File: config.mk
export PLATFORM = sky130hd
export DESIGN_NAME = clkgen_tick_mc
export DESIGN_NICKNAME = d
export VERILOG_FILES = /design/src/rtl/clkgen_tick_mc.sv
export SDC_FILE = /design/constraint.sdc
export NUM_CORES = 1
export LEC_CHECK = 0
export CORE_MARGIN = 2
export CORE_UTILIZATION = 50
export DETAILED_ROUTE_END_ITERATION = 10
export GPL_TIMING_DRIVEN = 0
export PLACE_DENSITY_LB_ADDON = 0.12
export SYNTH_ARGS = -nofsm -noshare
export SYNTH_HDL_FRONTEND = slang
export SYNTH_SLANG_ARGS = --single-unit
export TNS_END_PERCENT = 100
File: constraint.sdc
create_clock -name iCLK -period 2.7 [get_ports iCLK]
set_input_delay 0.54 -clock iCLK [delete_from_list [all_inputs] [get_ports iCLK]]
set_output_delay 0.54 -clock iCLK [all_outputs]
set_load 0.005 [all_outputs]
File: src/rtl/clkgen_tick_mc.sv
// clkgen_tick_mc
// Multi-channel programmable tick generator. A shared prescaler divides iCLK
// into a one-cycle base tick every CLK_DIV cycles. NCH channel timers count
// base ticks against per-channel periods (periodic or one-shot) and emit
// one-cycle expiry pulses plus sticky done flags.
//
// Parameters:
//   CLK_DIV  iCLK cycles per base tick (>= 2)
//   PSW      prescaler counter width, 2**PSW >= CLK_DIV
//   NCH      number of channels (1..16)
//   PW       channel period / counter width
//
// Ports:
//   iCLK        clock, rising edge
//   iRESET      synchronous active-high reset
//   iCK_RUN     prescaler count enable
//   iCK_RST     soft clear of prescaler and all channels (done flags kept)
//   iCH_START   per-channel start/restart pulse
//   iCH_STOP    per-channel stop pulse (beats START and expiry)
//   iCH_MODE    per-channel mode, 0 periodic / 1 one-shot, sampled at START
//   iCH_PERIOD  channel i period in base ticks at [i*PW +: PW]
//   iCH_CLR     per-channel clear of the sticky done flag
//   oBASE_TICK  one-cycle base tick pulse
//   oCH_TICK    one-cycle channel expiry pulse
//   oCH_DONE    sticky expiry flag
//   oCH_BUSY    channel is running
module clkgen_tick_mc #(
  parameter int CLK_DIV = 100000,
  parameter int PSW     = 17,
  parameter int NCH     = 4,
  parameter int PW      = 8
) (
  input  logic            iCLK,
  input  logic            iRESET,
  input  logic            iCK_RUN,
  input  logic            iCK_RST,
  input  logic [NCH-1:0]  iCH_START,
  input  logic [NCH-1:0]  iCH_STOP,
  input  logic [NCH-1:0]  iCH_MODE,
  input  logic [NCH*PW-1:0] iCH_PERIOD,
  input  logic [NCH-1:0]  iCH_CLR,
  output logic            oBASE_TICK,
  output logic [NCH-1:0]  oCH_TICK,
  output logic [NCH-1:0]  oCH_DONE,
  output logic [NCH-1:0]  oCH_BUSY
);

  typedef enum logic [1:0] {
    ST_IDLE = 2'd0,
    ST_RUN  = 2'd1,
    ST_DONE = 2'd2
  } ch_state_e;

  localparam logic [PSW-1:0] PCNT_MAX = PSW'(CLK_DIV - 1);

  // ---------------------------------------------------------------------------
  // Shared prescaler
  // ---------------------------------------------------------------------------
  logic [PSW-1:0] pcnt_q, pcnt_d;
  logic           base_tick_q, base_tick_d;

  always_comb begin
    pcnt_d      = pcnt_q;
    base_tick_d = 1'b0;
    if (iCK_RST) begin
      // Soft clear also drops a base tick that was about to be issued.
      pcnt_d = '0;
    end else if (iCK_RUN) begin
      if (pcnt_q == PCNT_MAX) begin
        pcnt_d      = '0;
        base_tick_d = 1'b1;
      end else begin
        pcnt_d = pcnt_q + PSW'(1);
      end
    end
  end

  always_ff @(posedge iCLK) begin
    if (iRESET) begin
      pcnt_q      <= '0;
      base_tick_q <= 1'b0;
    end else begin
      pcnt_q      <= pcnt_d;
      base_tick_q <= base_tick_d;
    end
  end

  assign oBASE_TICK = base_tick_q;

  // ---------------------------------------------------------------------------
  // Channel timers
  // ---------------------------------------------------------------------------
  for (genvar gi = 0; gi < NCH; gi++) begin : g_ch
    ch_state_e       state_q, state_d;
    logic [PW-1:0]   ccnt_q, ccnt_d;
    logic [PW-1:0]   shadow_q, shadow_d;
    logic            mode_q, mode_d;
    logic            tick_q, tick_d;
    logic            done_q, done_d;
    logic [PW-1:0]   period_in;
    logic [PW-1:0]   period_eff;

    assign period_in  = iCH_PERIOD[gi*PW +: PW];
    // A zero period is treated as one base tick so the channel never stalls.
    assign period_eff = (period_in == '0) ? PW'(1) : period_in;

    always_comb begin
      state_d  = state_q;
      ccnt_d   = ccnt_q;
      shadow_d = shadow_q;
      mode_d   = mode_q;
      tick_d   = 1'b0;

      if (iCK_RST) begin
        state_d  = ST_IDLE;
        ccnt_d   = '0;
        shadow_d = '0;
        mode_d   = 1'b0;
      end else if (iCH_STOP[gi]) begin
        state_d = ST_IDLE;
        ccnt_d  = '0;
      end else if (iCH_START[gi]) begin
        // Restart wins over counting, so an expiry in this cycle is discarded.
        state_d  = ST_RUN;
        ccnt_d   = '0;
        shadow_d = period_eff;
        mode_d   = iCH_MODE[gi];
      end else begin
        case (state_q)
          ST_RUN: begin
            if (base_tick_q) begin
              // shadow_q is at least 1 whenever the channel is running.
              if (ccnt_q == shadow_q - PW'(1)) begin
                tick_d = 1'b1;
                ccnt_d = '0;
                if (mode_q) begin
                  state_d = ST_DONE;
                end else begin
                  shadow_d = period_eff;
                end
              end else begin
                ccnt_d = ccnt_q + PW'(1);
              end
            end
          end
          default: begin
            ccnt_d = '0;
          end
        endcase
      end

      // Setting takes precedence over a clear in the same cycle.
      done_d = tick_d | (done_q & ~iCH_CLR[gi]);
    end

    always_ff @(posedge iCLK) begin
      if (iRESET) begin
        state_q  <= ST_IDLE;
        ccnt_q   <= '0;
        shadow_q <= '0;
        mode_q   <= 1'b0;
        tick_q   <= 1'b0;
        done_q   <= 1'b0;
      end else begin
        state_q  <= state_d;
        ccnt_q   <= ccnt_d;
        shadow_q <= shadow_d;
        mode_q   <= mode_d;
        tick_q   <= tick_d;
        done_q   <= done_d;
      end
    end

    assign oCH_TICK[gi] = tick_q;
    assign oCH_DONE[gi] = done_q;
    assign oCH_BUSY[gi] = (state_q == ST_RUN);
  end

endmodule

==> results by group <==
Route
  • Vias/cell: 5.89
  • Final ANT Viol Nets: 0
  • Initial DRC Count: 293
  • Wirelength per Cell: 16.1 um
  • DRC violations left: 0
  • Drt pass-1 iters: 5
  • Vias after detailed routing: 5,551
  • Routed wire length: 15,200 um

Synth
  • Library cells used by synthesis: 67
  • Avg Cell Area, Syn: 8.20 sq um
  • Ys async rst share: 0%
  • Syn_nets: 781
  • Dominant synthesized flop cell: dfxtp_1
  • Synthesized area: 5900 sq um
  • Post-synthesis instance total: 720
  • Top-area cell type share of the netlist area: 34.6%
  • Register area share after synthesis: 34.6%
  • EDFF count, synth: 0
  • Register bit total from synthesis: 102
  • Area leader, netlist: dfxtp_1
  • Ranking of synthesized cells by area: dfxtp_1 (35%), xor2_1 (6.8%), nand3_1 (4.6%)
  • Synth warn: 0

STA
  • Setup ws final: -0.0148 ns
  • Final setup violation count: 1
  • Count of final hold-check violations: 0
  • Minimum clock period: 2.71 ns
  • Unrepaired setup endpoints after global routing: yes
  • WHS: 0.472 ns
  • Final setup skew: 0.00827 ns
  • Peak Freq: 368 MHz
  • Least-Margin Pin Slew: 1.10 ns
  • Final worst path period share: 101%
  • Max transition margin: 26.2%
  • Slew Viols, Final: 0

Die
  • Initial core utilization: 51.5%
  • I/O pins: 65
  • Chip width: 113 um
  • Die Area: 12,700 sq um
  • Core Area: 11,500 sq um
  • Die Ht: 113 um
  • FP Rows: 39

Clock tree
  • Num Clock Sinks: 102
  • Clk_lat worst skew: 0.36 ns
  • Cts bufs inserted: 9
  • H-tree depth: 3
  • TritonCTS clock tree: built
  • Clock Path Buffers: 2
  • Hold Buf Count CTS: 0
  • CTS Root Cell: clkbuf_16
  • Clock transition at path regs: 0.07 ns

Worst setup path
  • Worst setup path class: in2reg
  • Critical path fanouts, max: 10
  • CP Capture Type: register
  • Worst EP arrival: 3.02 ns
  • CP delay by family, top: simple AND/OR/NAND/NOR gates
  • Critical path required time: 3.00 ns
  • Critical-path top delay cell: clkdlybuf4s50_1
  • Cell Chain, Critical Path: clkdlybuf4s50_1 > or2_2 > clkbuf_1 > nor3_1 > nand2_1 > a221oi_1 > a31o_2
  • Crit path largest cell delay: 0.66 ns
  • Worst Path Buf+Inv: 2
  • Type of origin of the critical path: primary input

Global routing
  • Largest net degree at the start of global routing: 18
  • Met1 global-route usage: 29.7%
  • Met3 Use GR: 4.91%
  • GR peak layer: met2
  • Vias in the first global route: 5,263
  • Antenna violations before repair: 0
  • First-pass GRT wire length: 24,700 um
  • Met2 Use GR: 40.0%
  • Grt total ovfl: 0
  • GRT Total Usage: 23.9%

Status
  • Failing checks: setup timing
  • Status: complete, but fails checks

Final layout
  • Filler Cell Count: 1,024
  • Share of cells above drive strength 1: 8.01%
  • Finished Core Util: 61.5%
  • Commonest non-fill, non-tap cell in the layout: dfxtp_1
  • Post-Layout Inst Area: 7050 sq um
  • Finished Layout Cells: 942
  • Diode count: 0
  • Register area: 2040 sq um
  • Multi-input gate area: 3640 sq um
  • Most frequent cells in the layout: dfxtp_1 (100), nand2_1 (69), nor2_1 (66)
  • Area grow syn2layout: 19.5%
  • Final nets: 855

Placed design
  • Area post-placement: 6700 sq um
  • Place WS: -0.421 ns
  • Placed insts: 925
  • RePlAce Congestion: 0.889
  • Port bufs: 62
  • Post-DP HPWL: 11,200 um

Power
  • Sw power: 797 uW
  • Cell Pwr Density: 440 nW/um^2
  • Int Pwr: 2.31 mW
  • Clock network fraction of total power: 39.7%
  • Logic pwr share: 10.5%
  • Pleak: 2.48 nW
  • Sw Share: 25.7%
  • Register share of total power: 49.8%
  • Worst vdd ir: 0.372 mV

Run
  • MaxCap Viol Count: 0

Worst hold path
  • Worst hold-check path type: reg2reg
cell families (layout without fill, tap and decap cells):
kind of cell	after synthesis	in the layout	share of synthesized area, %
and+or+nand+nor	346	346	31.6
AOI/OAI and AO/OA	107	107	13.1
DFF	102	102	34.6
xor gates and xnor gates	76	76	11.3
buffers and inverters	64	143	4.79
muxes	16	16	2.76
adders and majority gates	9	9	1.91
Yosys cell counts (all sizes together), types with 4 or more instances:
master and instances:
mux2i 14, o32ai 4, inv 18, nor4b 4
a22oi 8, a31oi 17, nor3b 7, or4b 14
a31o 4, nand4b 8, nor2 66, buf 15
clkbuf 30, a21oi 14, o211ai 11, nand3 55
and3 13, a211oi 7, nor2b 15, nand4 25
xnor2 30, xor2 46, nand2b 8, nor4 9
dfxtp 102, or4 4, nand2 69, o21ai 14
ha 9, and4 6, nor3 35
metrics by stage:
step / total power, mW / TNS (ns)
finish: 3.10 / -0.0148
global route: 3.21 / -0.344
CTS: 3.11 / -0.504
detailed placement: 1.89 / -11.59
global placement: 1.89 / -10.42
floorplan: 1.75 / 0
tightest hold or removal path, cell delays in order, from the launching register on:
cell,delay [ns]
dfxtp_1,0.31
inv_1,0.05
o32ai_1,0.07
layout make-up:
| cell class | count | area share (%) |
|---|---|---|
| sequential | 102 | 29.0 |
| tap | 143 | 2.54 |
| timing repair buffer | 64 | 9.01 |
| buffer | 44 | 3.00 |
| inverter | 19 | 1.01 |
| clock inverter | 6 | 0.639 |
| multi-input combinational | 554 | 51.6 |
| clock buffer | 10 | 3.25 |
worst paths after layout:
check / startpoint / to / depth (start not counted) / slack [ns]
min: g_ch[0].done_q / g_ch[0].done_q / 2 / 0.47
max: iRESET / g_ch[3].ccnt_q[2] / 7 / -0.01
max reg2reg: g_ch[3].shadow_q[0] / g_ch[3].state_q[0] / 8 / 0.02
min reg2reg: g_ch[0].done_q / g_ch[0].done_q / 2 / 0.47
power groups by stage:
stage	Combinational [mW]	Clock, mW	Sequential [mW]
after global placement	0.307	0	1.58
after detailed placement	0.315	0	1.58
after global routing	0.354	1.31	1.55
after floorplan	0.175	0	1.57
after CTS	0.316	1.25	1.54
final	0.325	1.23	1.55
state kept, by name (all words and copies together) (netlist names):
register	flops
g_ch.done_q	4
g_ch.ccnt_q	32
g_ch.shadow_q	32
pcnt_q	17
g_ch.mode_q	4
g_ch.state_q	8
oBASE_TICK	1
g_ch.tick_q	4
repair_timing:
item,CTS,global route
pin swaps,0,1
setup endpoints to repair,21,53
resized for setup,1,15
buffers inserted,0,2
per-layer routing:
layer | vias up | routed length (um) | part of all wire, %
li1 | 2751 | - | -
met1 | 2616 | 6670 | 44
met2 | 148 | 7360 | 48
met3 | 36 | 696 | 4.6
met4 | 0 | 454 | 3.0
met5 | - | 0 | 0
Note: power is estimated with default switching activity, not from simulation.
